<file path="src/rtl/avr_io_crcdma.sv">
// Memory-to-CRC sequencer on the AVR I/O bus: fetches LEN bytes from ADDR over a
// request/grant port and feeds them, paced, to the CRC peripheral's write port.
module avr_io_crcdma (
  input  logic        clk,
  input  logic        rst,
  input  logic        io_re,
  input  logic        io_we,
  input  logic [2:0]  io_a,
  input  logic [7:0]  io_di,
  output logic [7:0]  io_do,
  output logic        mem_req,
  output logic [15:0] mem_a,
  input  logic        mem_gnt,
  input  logic [7:0]  mem_d,
  output logic        crc_we,
  output logic [1:0]  crc_a,
  output logic [7:0]  crc_di,
  output logic        irq,
  output logic [2:0]  dbg_state
);

  typedef enum logic [2:0] {
    S_IDLE  = 3'd0,
    S_INIT  = 3'd1,
    S_FETCH = 3'd2,
    S_FEED  = 3'd3,
    S_WAIT  = 3'd4,
    S_FINAL = 3'd5
  } state_t;

  state_t      state, state_nx;
  logic [15:0] addr, len;
  logic [7:0]  data_q;
  logic [1:0]  wait_cnt;
  logic        ctl_init, ctl_inv, ctl_ie, done;

  logic ctrl_wr, abort, start_ok, busy, grant;

  assign busy     = (state != S_IDLE);
  assign ctrl_wr  = io_we && (io_a == 3'd4);
  assign abort    = ctrl_wr && io_di[7];
  assign start_ok = ctrl_wr && io_di[0] && !io_di[7] && !busy;
  // Memory handshake: mem_req/mem_a hold steady until mem_gnt; the beat transfers
  // (mem_d sampled) in the cycle where both mem_req and mem_gnt are high.
  assign grant    = (state == S_FETCH) && mem_gnt;

  always_ff @(posedge clk or negedge rst) begin
    if (!rst) state <= S_IDLE;
    else      state <= state_nx;
  end

  always_comb begin
    state_nx = state;
    case (state)
      S_IDLE: begin
        if (start_ok) begin
          if (io_di[1])          state_nx = S_INIT;
          else if (len == 16'd0) state_nx = S_FINAL;
          else                   state_nx = S_FETCH;
        end
      end
      S_INIT:  state_nx = (len == 16'd0) ? S_FINAL : S_FETCH;
      S_FETCH: if (mem_gnt) state_nx = S_FEED;
      S_FEED:  state_nx = S_WAIT;
      S_WAIT:  if (wait_cnt == 2'd3) state_nx = (len != 16'd0) ? S_FETCH : S_FINAL;
      S_FINAL: state_nx = S_IDLE;
      default: state_nx = S_IDLE;
    endcase
    if (abort) state_nx = S_IDLE;
  end

  always_ff @(posedge clk or negedge rst) begin
    if (!rst) begin
      addr     <= 16'h0000;
      len      <= 16'h0000;
      data_q   <= 8'h00;
      wait_cnt <= 2'd0;
      ctl_init <= 1'b0;
      ctl_inv  <= 1'b0;
      ctl_ie   <= 1'b0;
      done     <= 1'b0;
    end else begin
      wait_cnt <= (state == S_WAIT) ? wait_cnt + 2'd1 : 2'd0;
      if (grant) begin
        data_q <= mem_d;
        addr   <= addr + 16'd1;
        len    <= len - 16'd1;
      end else if (io_we && !busy) begin
        case (io_a)
          3'd0:    addr[7:0]  <= io_di;
          3'd1:    addr[15:8] <= io_di;
          3'd2:    len[7:0]   <= io_di;
          3'd3:    len[15:8]  <= io_di;
          default: ;
        endcase
      end
      if (ctrl_wr) begin
        ctl_init <= io_di[1];
        ctl_inv  <= io_di[2];
        ctl_ie   <= io_di[3];
      end
      // Completion outranks a same-cycle software clear; an abort never completes.
      if (state == S_FINAL && !abort)           done <= 1'b1;
      else if (start_ok)                        done <= 1'b0;
      else if (io_we && io_a == 3'd5 && io_di[1]) done <= 1'b0;
    end
  end

  always_comb begin
    mem_req = (state == S_FETCH);
    mem_a   = mem_req ? addr : 16'h0000;
    crc_we  = 1'b0;
    crc_a   = 2'd0;
    crc_di  = 8'h00;
    case (state)
      S_INIT: begin
        crc_we = 1'b1;
        crc_a  = 2'd1;
        crc_di = 8'h02;
      end
      S_FEED: begin
        crc_we = 1'b1;
        crc_di = data_q;
      end
      S_FINAL: begin
        if (ctl_inv) begin
          crc_we = 1'b1;
          crc_a  = 2'd1;
          crc_di = 8'h01;
        end
      end
      default: ;
    endcase
  end

  always_comb begin
    io_do = 8'h00;
    if (io_re) begin
      case (io_a)
        3'd0:    io_do = addr[7:0];
        3'd1:    io_do = addr[15:8];
        3'd2:    io_do = len[7:0];
        3'd3:    io_do = len[15:8];
        3'd4:    io_do = {4'b0000, ctl_ie, ctl_inv, ctl_init, 1'b0};
        3'd5:    io_do = {6'b000000, done, busy};
        default: io_do = 8'h00;
      endcase
    end
  end

  assign irq       = done & ctl_ie;
  assign dbg_state = state;

endmodule

</file>
<file path="config.mk">
export PLATFORM = sky130hd
export DESIGN_NAME = avr_io_crcdma
export DESIGN_NICKNAME = d
export VERILOG_FILES = /design/src/rtl/avr_io_crcdma.sv
export SDC_FILE = /design/constraint.sdc
export NUM_CORES = 1
export LEC_CHECK = 0
export ABC_AREA = 1
export BUFFER_PORTS_ARGS = -buffer_cell sky130_fd_sc_hd__buf_4
export CORE_UTILIZATION = 43
export DETAILED_ROUTE_END_ITERATION = 6
export PLACE_DENSITY = 0.63
export SYNTH_ARGS = -nofsm -noshare
export SYNTH_HDL_FRONTEND = slang
export SYNTH_SLANG_ARGS = --single-unit
</file>
<file path="constraint.sdc">
create_clock -name clk -period 2.25 [get_ports clk]
set_input_delay 0.45 -clock clk [delete_from_list [all_inputs] [get_ports clk]]
set_output_delay 0.45 -clock clk [all_outputs]
set_load 0.1 [all_outputs]
</file>
## Word level (Yosys, flattened, before mapping)

Index checks and enable logic that the tools add are counted.

- Flip-flop bits (word level): 49
- Bits of input ports: 24
- Output and inout bits: 40
- Logic and storage cells: 88

- Add/sub/neg operators: 3
- Eq/ne operators: 14
- Muxes and demuxes: 29
- Bitwise logic cells: 1
- Reductions and logical operators: 30

Operator list:

| kind | count |
|---|---|
| $mux W16 | 5 |
| $pmux W8 S6 | 1 |
| $mux W8 | 5 |
| $pmux W8 S3 | 1 |
| $mux W3 | 7 |
| $add A16 B1 Y16 const B | 1 |
| $logic_not A16 Y1 | 1 |
| $reduce_bool A16 Y1 | 1 |
| $sub A16 B1 Y16 const B | 1 |
| $pmux W3 S5 | 1 |
| $eq A3 B2 Y1 const B | 4 |
| $eq A3 B3 Y1 const B | 4 |
| $logic_and A1 B1 Y1 | 10 |
| $reduce_bool A2 Y1 | 5 |
| $reduce_and A2 Y1 | 4 |
| $eq A3 B1 Y1 const B | 2 |
| $logic_not A3 Y1 | 2 |
| $mux W1 | 6 |
| $ne A3 B3 Y1 const B | 2 |
| $reduce_bool A3 Y1 | 2 |
| $pmux W1 S2 | 2 |
| $logic_not A1 Y1 | 3 |
| $ne A3 B1 Y1 const B | 1 |
| $reduce_and A3 Y1 | 1 |
| 5 further kinds | 5 |

## Logic depth before layout (Yosys ltp)

Gate-level depths: netlist (run 1).

- Depth after elaboration: 8
- Mapped depth: 10
- Mapped depth without buffers: 10

## Worst setup path after synthesis (run 1)

Ideal clock, no wire load.

- Kind: register -> output
- From: register state[1], in the netlist dbg_state[1]
- To: output port crc_di[0]
- Data arrival time: 3552 ps
- Required time: 1800 ps
- Path slack: -1752 ps
- Stages on the path, launching flop included: 3
- Buffers on the path: 0
- Cells stage by stage: dfrtp_1 -> nand3_1 -> o21ai_0

- Word-level cells in the longest chain between the ends: 2
- Elaborated cells between the ends (all ways): 4
- Classes of those cells: 3 x eq/ne; 1 x mux

Ends and longest elaborated chain:

| item | line | source |
|---|---|---|
| from (decl) | 31 | `state_t state, state_nx;` |
| from (signal assigned) | 49 | `else state <= state_nx;` |
| $eq A3 B3 Y1 (tied with other cells) | 115 | `case (state)` |
| $pmux W8 S3 * | 115 |  |
| to (decl) | 17 | `output logic [7:0] crc_di,` |

Every way passes the cells marked *; elsewhere a longest branch is shown, timed or not.

## Final worst setup path (run 1)

- From: register state[2], in the netlist dbg_state[2]
- To: output port mem_a[13]

- Word-level cells in the longest chain between the ends: 2

Ends and longest elaborated chain:

| item | line | source |
|---|---|---|
| $eq A3 B2 Y1 | 110 | `mem_req = (state == S_FETCH);` |
| $mux W16 | 111 | `mem_a = mem_req ? addr : 16'h0000;` |
| to (decl) | 12 | `output logic [15:0] mem_a,` |

No other way between the ends.

==> run summary, run 1 <==
- 0 — count of hold buffers inserted by post-cts repair
- sky130_fd_sc_hd__clkbuf_8 — Root Buffer
- 2.180 ns — post-layout minimum cycle time
- len[6] — capture point of the worst reg-to-reg path
- 0.4564 mV — Peak supply drop
- 62 — PortBufs
- 27.99% — Area Overhead vs Synth
- 0 ns — final sum of negative setup slack
- 0.3494 — fraction of the yosys area taken by sequential cells
- 0 — count of inserted antenna diode cells
- 5.368 — per-cell via count in the routed design
- built — clock tree from TritonCTS
- 0.1536 ns — worst hold margin
- 92.35 um — width of the die
- 5 — Inserted Clock Buffers
- flop — nature of the critical path startpoint
- 1.80 ns — Worst Path Required
- 343 — count of routing violations after the opening detailed-route iteration
- 0.39 ns — worst reg2reg setup slack
- 49 — post-synthesis sequential element count
- 2.137 nW — P_leak
- 547 — number of instances in the synthesized netlist
- 3514 — vias in the first global route
- 0.31 ns — insertion delay to the later sink of the worst-skew pair
- 458.8 MHz — Max Clk Rate
- 0.2676 — All-Layer GR Usage
- 2 — Longest Clk Path Bufs
- 0 — post_cts resized
- 6.416 um2 — average cell area after synthesis
- 0.5753 — post-layout util
- 718 — Post-Layout Cell Count
- dbg_state[1] — Reg2Reg Launch Point
- 2 — H-Tree Level Count
- 17730 um — global-route wire length before repair
- 0.09 ns — Reg clk slew, reported paths
- finished, final reports clean — status
- 92.35 um — die height
- 0.005810 W — Final Total Pwr
- 64 — count of pins on the block boundary
- 575 — Synthesized Nets
- false — unrepaired setup endpoints after global routing
- 0.9651 — placer congestion estimate
- 32 — count of standard-cell rows
- 0 — residual DRC count
- 0.4495 — initial core utilization
- 6 — detailed-routing iteration count for the pre-antenna-repair pass
- 8528 um2 — die footprint
- 7807 um2 — Std-Cell Core Area
- 1293 nW/um2 — areal power density over the cells
- 10910 um — Detailed Route WL
- 3510 um2 — synthesized area
- 0 — yosys synthesis warning count
- 0 — number of enable flip-flop cells after synthesis
- 8391 um — post-detail-place hpwl
- 3854 — count of vias placed by the detailed router
- 1.73 ns — Crit path arrival time
- 30 — number of distinct standard cells referenced by the synthesized netlist
- mem_a[13] — critical path endpoint
- 0 — Fin. Hold Viols
- sky130_fd_sc_hd__dfrtp_1 — Most used DFF post-synth
- 49 — Sinks on Clock Net
- 0 — final count of pins violating max slew
- 15.19 um — Routed WL per cell
- 8 — depth of the most critical reg-to-reg path
- 1.000 — post-synthesis async set-or-reset flop share
- 0 — setup violation total in the final timing report
- 643 — net count reported at finish
- 0 — leftover overflow at the end of global routing
- 0.5631 — max-slew headroom at the worst pin
- 0.9687 — Period Utilization, post-route
- 0 — post-CTS setup buffers
- 0.6553 ns — pin slew with the least headroom to its limit
- flop to primary output — critical path type
- 0.008570 ns — clock skew after layout
- primary output — crit path capture type
- 0.2419 — share of cells above drive strength 1
- 0 — max-cap viol count
- 0 — remaining antenna violation count
- 17 — top fanout value on the critical path
- 710 — instance count after placement with tap cells included
- dbg_state[2] — crit path launch
- primary input to async pin — kind of path behind the tightest hold check
- 0 — number of antenna violations at the first check in global routing
- 50 — maximum number of pins on one net before global-route repair
## layout by cell type (no fill, tap or decap), types with 4 or more instances in the layout
| cell type | n |
|---|---|
| sky130_fd_sc_hd__dfrtp_1 | 46 |
| sky130_fd_sc_hd__nand3_1 | 44 |
| sky130_fd_sc_hd__nand3_2 | 5 |
| sky130_fd_sc_hd__clkbuf_8 | 5 |
| sky130_fd_sc_hd__o21ai_0 | 30 |
| sky130_fd_sc_hd__nand4_1 | 6 |
| sky130_fd_sc_hd__inv_2 | 10 |
| sky130_fd_sc_hd__nor2_1 | 65 |
| sky130_fd_sc_hd__o21ai_1 | 12 |
| sky130_fd_sc_hd__buf_4 | 62 |
| sky130_fd_sc_hd__buf_6 | 6 |
| sky130_fd_sc_hd__o22ai_1 | 12 |
| sky130_fd_sc_hd__nand2_1 | 138 |
| sky130_fd_sc_hd__inv_1 | 70 |
| sky130_fd_sc_hd__ha_1 | 4 |
| sky130_fd_sc_hd__nor2_4 | 25 |
| sky130_fd_sc_hd__nor3_1 | 9 |
| sky130_fd_sc_hd__a21oi_1 | 12 |
| sky130_fd_sc_hd__nand2_2 | 9 |
| sky130_fd_sc_hd__o211ai_1 | 10 |
| sky130_fd_sc_hd__nor2_2 | 10 |
## cell families (layout without fill, tap and decap cells)
family / count (synthesis) / in the layout / share of synthesized area
and+or+nand+nor: 317 / 317 / 0.3904
buffers and inverters: 91 / 160 / 0.1080
AOI/OAI and AO/OA: 83 / 83 / 0.1319
DFF: 49 / 49 / 0.3494
adders and majority gates: 4 / 4 / 0.01426
xor gates and xnor gates: 2 / 2 / 0.004992
other: 1 / 1 / 0.001068
## synth_stat cells, types with 2 or more instances
library cell | instances | share of area
sky130_fd_sc_hd__nor2_2 | 3 | 0.0053
sky130_fd_sc_hd__dfrtp_1 | 49 | 0.35
sky130_fd_sc_hd__inv_1 | 70 | 0.075
sky130_fd_sc_hd__nand4_1 | 6 | 0.011
sky130_fd_sc_hd__nor2_4 | 3 | 0.0096
sky130_fd_sc_hd__a31oi_1 | 3 | 0.0053
sky130_fd_sc_hd__nand2_2 | 8 | 0.014
sky130_fd_sc_hd__nand2_1 | 141 | 0.15
sky130_fd_sc_hd__ha_1 | 4 | 0.014
sky130_fd_sc_hd__buf_6 | 3 | 0.0096
sky130_fd_sc_hd__o21ai_0 | 31 | 0.044
sky130_fd_sc_hd__nand3_2 | 4 | 0.011
sky130_fd_sc_hd__xor2_1 | 2 | 0.0050
sky130_fd_sc_hd__nand3_1 | 45 | 0.064
sky130_fd_sc_hd__o21ai_1 | 12 | 0.017
sky130_fd_sc_hd__buf_2 | 3 | 0.0043
sky130_fd_sc_hd__o22ai_1 | 12 | 0.021
sky130_fd_sc_hd__inv_2 | 10 | 0.011
sky130_fd_sc_hd__nor3_1 | 9 | 0.013
sky130_fd_sc_hd__or2_2 | 2 | 0.0036
sky130_fd_sc_hd__buf_4 | 3 | 0.0064
sky130_fd_sc_hd__o211ai_1 | 10 | 0.021
sky130_fd_sc_hd__a21oi_1 | 14 | 0.020
sky130_fd_sc_hd__nor2_1 | 94 | 0.10
## cell type report
| cell class | count | area [um2] |
|---|---|---|
| Inverter | 81 | 304.0 |
| Multi-Input combinational cell | 407 | 2158 |
| Sequential cell | 49 | 1235 |
| Clock inverter | 1 | 7.507 |
| Clock buffer | 7 | 76.32 |
| Tap cell | 102 | 127.6 |
| Fill cell | 756 | 3316 |
| Timing Repair Buffer | 71 | 583.1 |
## registers in the layout (all words and copies together) (netlist names)
register,flops
ctl_init,1
dbg_state,3
ctl_ie,1
done,1
data_q,8
ctl_inv,1
addr,16
len,16
wait_cnt,2
## metal layers
| metal | track usage | vias up | share of wire |
|---|---|---|---|
| li1 | - | 1891 | - |
| met3 | 0.04516 | 11 | 0.096 |
| met5 | 0 | - | 0 |
| met4 | 0.04167 | 0 | 0.0099 |
| met2 | 0.4173 | 188 | 0.44 |
| met1 | 0.3945 | 1764 | 0.45 |
## power by group
part           internal, W  switching (W)
clock             0.000221       0.000306
combinational     0.000939        0.00273
sequential         0.00126       0.000360
## critical path, stage by stage, from the launching register on
cell and delay (ns):
sky130_fd_sc_hd__dfrtp_4 0.57, sky130_fd_sc_hd__nor2_4 0.20, sky130_fd_sc_hd__nand2_4 0.08, sky130_fd_sc_hd__buf_12 0.18, sky130_fd_sc_hd__nor2_4 0.09, sky130_fd_sc_hd__buf_4 0.29
## metrics by stage
stage          setup slack, ns  area [um2]
2_1_floorplan         -0.04905        3797
3_3_place_gp            0.2165        4368
3_5_place_dp            0.1752        4368
4_1_cts                0.02508        4452
5_1_grt              0.0006414        4492
6_report               0.07037        4492
## worst min-delay path by stage
stage	from	end	slack, ns	cells after the start
final	rst	addr[4]	0.15	1
after detailed placement	wait_cnt[0]	wait_cnt[0]	0.43	1
after floorplan	rst	addr[0]	0.15	0
after global placement	wait_cnt[0]	wait_cnt[0]	0.42	1
after CTS	rst	addr[4]	0.20	1
after global routing	rst	addr[4]	0.22	1
Note: power is estimated with default switching activity, not from simulation.
==> run 2, diff against run 1 <==
--- a/config.mk
+++ b/config.mk
@@ -7,9 +7,12 @@
 export LEC_CHECK = 0
 export ABC_AREA = 1
 export BUFFER_PORTS_ARGS = -buffer_cell sky130_fd_sc_hd__buf_4
-export CORE_UTILIZATION = 43
+export CELL_PAD_IN_SITES_DETAIL_PLACEMENT = 0
+export CELL_PAD_IN_SITES_GLOBAL_PLACEMENT = 1
+export CORE_MARGIN = 1
+export CORE_UTILIZATION = 42
 export DETAILED_ROUTE_END_ITERATION = 6
-export PLACE_DENSITY = 0.63
+export PLACE_DENSITY = 0.84
 export SYNTH_ARGS = -nofsm -noshare
 export SYNTH_HDL_FRONTEND = slang
 export SYNTH_SLANG_ARGS = --single-unit
==> run summary, run 2 (synthesized netlist as in run 1, its figures left out) <==
- 11320 um — Detailed Route WL
- 0.4097 — routing usage on met1
- 715 — Post-Layout Cell Count
- 835 — Filler Cells Inserted
- 0.02141 ns — clock skew after layout
- met2 — global-route layer with the greatest usage
- 0.6581 ns — pin slew with the least headroom to its limit
- 641 — net count reported at finish
- 2 — H-Tree Level Count
- 0.5723 — post-layout util
- sky130_fd_sc_hd__nand2_1 — most frequent standard cell in the layout excluding fill and tap cells
- 0 — residual DRC count
- 15.83 um — Routed WL per cell
- 2170 um2 — area of the multi-input gates
- 7 — depth of the most critical reg-to-reg path
- 93.41 um — die height
- 0.06423 — global routing met3 resource utilization
- 5 — Inserted Clock Buffers
- 0 — count of inserted antenna diode cells
- 3798 — count of vias placed by the detailed router
- 0.9222 — placer congestion estimate
- finished, final reports clean — status
- 1235 um2 — sequential standard cell area
- 0.631 — Logic pwr share
- 0.1547 ns — worst hold margin
- 0.5613 — max-slew headroom at the worst pin
- 0 — max-cap viol count
- 0.003407 W — net switching power
- 1.75 ns — Crit path arrival time
- 64 — count of pins on the block boundary
- 0.281 — register share of total power
- 454.3 MHz — Max Clk Rate
- 0.4450 — initial core utilization
- 0.9783 — Period Utilization, post-route
- 62 — PortBufs
- 0 — final count of pins violating max slew
- 0.2447 — share of cells above drive strength 1
- 1.80 ns — Worst Path Required
- 9011 um — post-detail-place hpwl
- 0.5838 — switching share of power
- 0.2785 — All-Layer GR Usage
- 0 ns — final sum of negative setup slack
- 300 — count of routing violations after the opening detailed-route iteration
- primary input to async pin — kind of path behind the tightest hold check
- 28.63% — Area Overhead vs Synth
- 3626 — vias in the first global route
- 93.41 um — width of the die
- 18710 um — global-route wire length before repair
- 0.32 ns — insertion delay to the later sink of the worst-skew pair
- 0.002429 W — Power Internal
- sky130_fd_sc_hd__clkbuf_8 — Root Buffer
- 0 — count of hold buffers inserted by post-cts repair
- 32 — count of standard-cell rows
- 0 — remaining antenna violation count
- sky130_fd_sc_hd__nand2_1 (138), sky130_fd_sc_hd__inv_1 (68), sky130_fd_sc_hd__nor2_1 (64) — most used cells in the layout excluding fill and tap cells
- primary output — crit path capture type
- 1293 nW/um2 — areal power density over the cells
- 5.312 — per-cell via count in the routed design
- 50 — maximum number of pins on one net before global-route repair
- 2 — Longest Clk Path Bufs
- 707 — instance count after placement with tap cells included
- 0.57 ns — critical path's largest stage delay
- flop to primary output — critical path type
- 49 — Sinks on Clock Net
- 2.201 ns — post-layout minimum cycle time
- 0 — setup violation total in the final timing report
- 0.5156 mV — Peak supply drop
- built — clock tree from TritonCTS
- addr x16, len x16, data_q x8 — top flop regs
- 0.4173 — met2 GRT Util
- nor2_4 > nand2_8 > nor2_4 > buf_6 — cells along the critical path
- 0.005836 W — Final Total Pwr
- 8725 um2 — die footprint
- 0.10 ns — Reg clk slew, reported paths
- 7888 um2 — Std-Cell Core Area
- 2.129 nW — P_leak
- sky130_fd_sc_hd__nor2_4 — most frequent cell on the critical path
- 5 — detailed-routing iteration count for the pre-antenna-repair pass
- 18 — top fanout value on the critical path
- 0 — number of antenna violations at the first check in global routing
- 0 — leftover overflow at the end of global routing
- sky130_fd_sc_hd__dfrtp_4 — Critical-path top delay cell
- flop — nature of the critical path startpoint
- 0 — Fin. Hold Viols
- 0.088 — relative contribution of the clock network to total power
==> run 2: changes by cell type in the layout (fill, tap and decap cells not counted), sizes merged <==
cell,previous run,this run
clkinv,1,2
buf,71,69
inv,80,79
clkbuf,7,6
==> run 2: path summary, 6_finish.rpt <==
| check | from | to | slack [ns] |
|---|---|---|---|
| worst min-delay path | rst | addr[6] | 0.15 |
| min in group clk | mem_d[0] | data_q[0] | 0.33 |
| max in group asynchronous | rst | dbg_state[2] | 1.62 |
| worst max-delay path | dbg_state[2] | mem_a[10] | 0.05 |
| worst max register to register | dbg_state[2] | addr[10] | 0.32 |
| worst min register to register | wait_cnt[0] | wait_cnt[0] | 0.44 |
==> run 2: area by class of cell <==
class | instances | area share
multi-input combinational | 407 | 0.4806
sequential | 49 | 0.2736
timing repair buffer | 69 | 0.1322
inverter | 81 | 0.06818
tap | 102 | 0.02827
clock buffer | 6 | 0.01608
clock inverter | 1 | 0.001109
==> run 2: routing by layer <==
metal  wire length [um]  up-vias
li1                   -     1877
met1               5358     1783
met2               4985      127
met3                856       11
met4                116        0
met5                  0        -
==> run 2: repair_timing <==
| item | CTS | global route |
|---|---|---|
| pin swaps | 0 | 1 |
| resized for setup | 6 | 20 |
| setup buffers | 1 | 0 |
| endpoints found under the setup margin | 19 | 20 |
==> run 2: power groups by stage <==
stage / Sequential, W / Clock, W / Combinational (W)
2_1_floorplan: 0.00164 / 0 / 0.00278
3_3_place_gp: 0.00163 / 0 / 0.00354
3_5_place_dp: 0.00164 / 0 / 0.00357
4_1_cts: 0.00163 / 0.000515 / 0.00362
5_1_grt: 0.00171 / 0.000552 / 0.00400
6_report: 0.00164 / 0.000513 / 0.00368
==> run 2: stage by stage <==
stage               worst slack [ns]  area (um2)
finish                       0.04889        4514
global route               -0.008429        4514
CTS                         0.007525        4446
detailed placement            0.1022        4333
global placement              0.1183        4333
floorplan                   -0.04905        3797
==> run 2: critical path: cells and delay by family (launching register included) <==
kind          cells  cell delay, ns
buf+inv           1            0.23
flops             1            0.57
simple gates      3            0.61
==> run 3, diff against run 2 <==
==> config.mk (replaced) <==
export PLATFORM = sky130hd
export DESIGN_NAME = avr_io_crcdma
export DESIGN_NICKNAME = d
export VERILOG_FILES = /design/src/rtl/avr_io_crcdma.sv
export SDC_FILE = /design/constraint.sdc
export NUM_CORES = 1
export LEC_CHECK = 0
export ABC_AREA = 1
export CELL_PAD_IN_SITES_DETAIL_PLACEMENT = 0
export CELL_PAD_IN_SITES_GLOBAL_PLACEMENT = 1
export CORE_MARGIN = 1
export CORE_UTILIZATION = 40
export DETAILED_ROUTE_END_ITERATION = 6
export DONT_BUFFER_PORTS = 1
export PLACE_DENSITY = 0.75
export SYNTH_ARGS = -nofsm -noshare
export SYNTH_HDL_FRONTEND = slang
export SYNTH_SLANG_ARGS = --single-unit
==> constraint.sdc (replaced) <==
create_clock -name clk -period 1.92 [get_ports clk]
set_input_delay 0.384 -clock clk [delete_from_list [all_inputs] [get_ports clk]]
set_output_delay 0.384 -clock clk [all_outputs]
set_load 0.02 [all_outputs]
==> run summary, run 3 (synthesized netlist as in run 1, its figures left out) <==
- finished, final reports clean — status
- 2 — Min-Delay Path Depth
- 235 — count of routing violations after the opening detailed-route iteration
- sky130_fd_sc_hd__clkbuf_8 — Root Buffer
- 5 — Inserted Clock Buffers
- dbg_state[2] — crit path launch
- primary input to flop — kind of path behind the tightest hold check
- 1326 nW/um2 — areal power density over the cells
- 0.9334 — placer congestion estimate
- 2.034 nW — P_leak
- 3793 — count of vias placed by the detailed router
- addr[7] — capture point of the worst reg-to-reg path
- 3583 — vias in the first global route
- 16.21 um — Routed WL per cell
- 622 — net count reported at finish
- 3919 um2 — post-place instance area
- 0.24 ns — worst reg2reg setup slack
- 5.419 — per-cell via count in the routed design
- 0 — residual DRC count
- primary output — crit path capture type
- 6 — depth of the most critical reg-to-reg path
- 18 — top fanout value on the critical path
- 2 — H-Tree Level Count
- 1230 um2 — sequential standard cell area
- 0.46 ns — critical path's largest stage delay
- 1.847 ns — post-layout minimum cycle time
- 0.1697 — share of cells above drive strength 1
- 0 — leftover overflow at the end of global routing
- dbg_state[2] — Reg2Reg Launch Point
- addr x16, len x16, data_q x8 — top flop regs
- 0 — max-cap viol count
- 541.4 MHz — Max Clk Rate
- 95.67 um — width of the die
- sky130_fd_sc_hd__nand2_1 — most frequent standard cell in the layout excluding fill and tap cells
- 0.31 ns — insertion delay to the later sink of the worst-skew pair
- nor2_4 > nand2_1 > buf_6 > nor2_1 > buf_4 — cells along the critical path
- 33 — count of standard-cell rows
- 1938 um2 — area of the multi-input gates
- 5401 um — routed wl met2
- 0 — PortBufs
- 0.4917 — post-layout util
- 64 — count of pins on the block boundary
- 1.54 ns — Worst Path Required
- 0 — count of inserted antenna diode cells
- 903 — Filler Cells Inserted
- 0.9621 — Period Utilization, post-route
- sky130_fd_sc_hd__nand2_1 (140), sky130_fd_sc_hd__nor2_1 (91), sky130_fd_sc_hd__inv_1 (68) — most used cells in the layout excluding fill and tap cells
- 0 — final count of pins violating max slew
- 50 — maximum number of pins on one net before global-route repair
- flop to primary output — critical path type
- 8341 um2 — Std-Cell Core Area
- true — unrepaired setup endpoints after global routing
- 0.009170 ns — clock skew after layout
- 0.1881 ns — worst hold margin
- 4101 um2 — Final Instance Area
- built — clock tree from TritonCTS
- 0.5840 mV — Peak supply drop
- 5196 um — metal1 wirelength
- 8553 um — post-detail-place hpwl
- mem_a[10] — critical path endpoint
- 0 — Fin. Hold Viols
- 18290 um — global-route wire length before repair
- flop — nature of the critical path startpoint
- 0.4208 — initial core utilization
- sky130_fd_sc_hd__dfrtp_2 — Critical-path top delay cell
- 2 — Longest Clk Path Bufs
- 49 — Sinks on Clock Net
- 0 — remaining antenna violation count
- 11350 um — Detailed Route WL
- 6 — detailed-routing iteration count for the pre-antenna-repair pass
- 0.2673 — All-Layer GR Usage
- 1.46 ns — Crit path arrival time
- met4 — top layer in use
- 95.67 um — die height
- 0.10 ns — Reg clk slew, reported paths
- 0 — number of antenna violations at the first check in global routing
- 9153 um2 — die footprint
- 16.86% — Area Overhead vs Synth
- 573 um — total length of routed met3 wires
- 0 — setup violation total in the final timing report
[run 3: worst max-delay path, delay by kind of cell, from the launching register on]
kind	cells	cell delay, ns
buf+inv	2	0.32
flops	1	0.46
simple gates	3	0.35
[run 3: worst min path at each step]
stage | slack [ns] | startpoint | endpoint
after detailed placement | 0.09 | rst | addr[3]
after global routing | 0.18 | mem_d[1] | data_q[1]
after CTS | 0.18 | mem_d[0] | data_q[0]
after floorplan | 0.09 | rst | addr[0]
after global placement | 0.09 | rst | addr[3]
final | 0.19 | mem_d[1] | data_q[1]
[run 3: metrics by stage]
stage / power [W] / std cells / TNS, ns / setup WS (ns)
detailed placement: 0.004656 / 689 / 0 / 0.2429
CTS: 0.005375 / 699 / 0 / 0.002249
floorplan: 0.003731 / 547 / 0 / 0.06429
global placement: 0.004623 / 689 / 0 / 0.2658
finish: 0.005438 / 700 / 0 / 0.07283
global route: 0.005910 / 700 / -0.006140 / -0.006140
[run 3: power breakdown]
part           total (W)  internal (W)  switching [W]
combinational    0.00286      0.000953        0.00191
sequential       0.00191       0.00147       0.000435
clock           0.000673      0.000293       0.000380
[run 3: routing by layer]
metal	GRT usage	vias up
met1	0.3566	1787
met2	0.4565	143
met5	0	-
met4	0.06716	0
met3	0.03429	19
li1	-	1844
[run 3: area by class of cell]
class                      count  area share
clock buffer                   6     0.02013
multi-input combinational    407      0.4725
timing repair buffer          50     0.09793
sequential                    49      0.2999
tap                          105     0.03203
clock inverter                 2    0.003356
inverter                      81     0.07413
[run 3: timing repair]
item                                   CTS  global route
hold buffers                             2             0
setup buffers                            0             1
setup endpoints to repair                1            22
gates cloned                             0             0
endpoints found under the hold margin   49             0
pin swaps                                0             1
resized for setup                        1            14
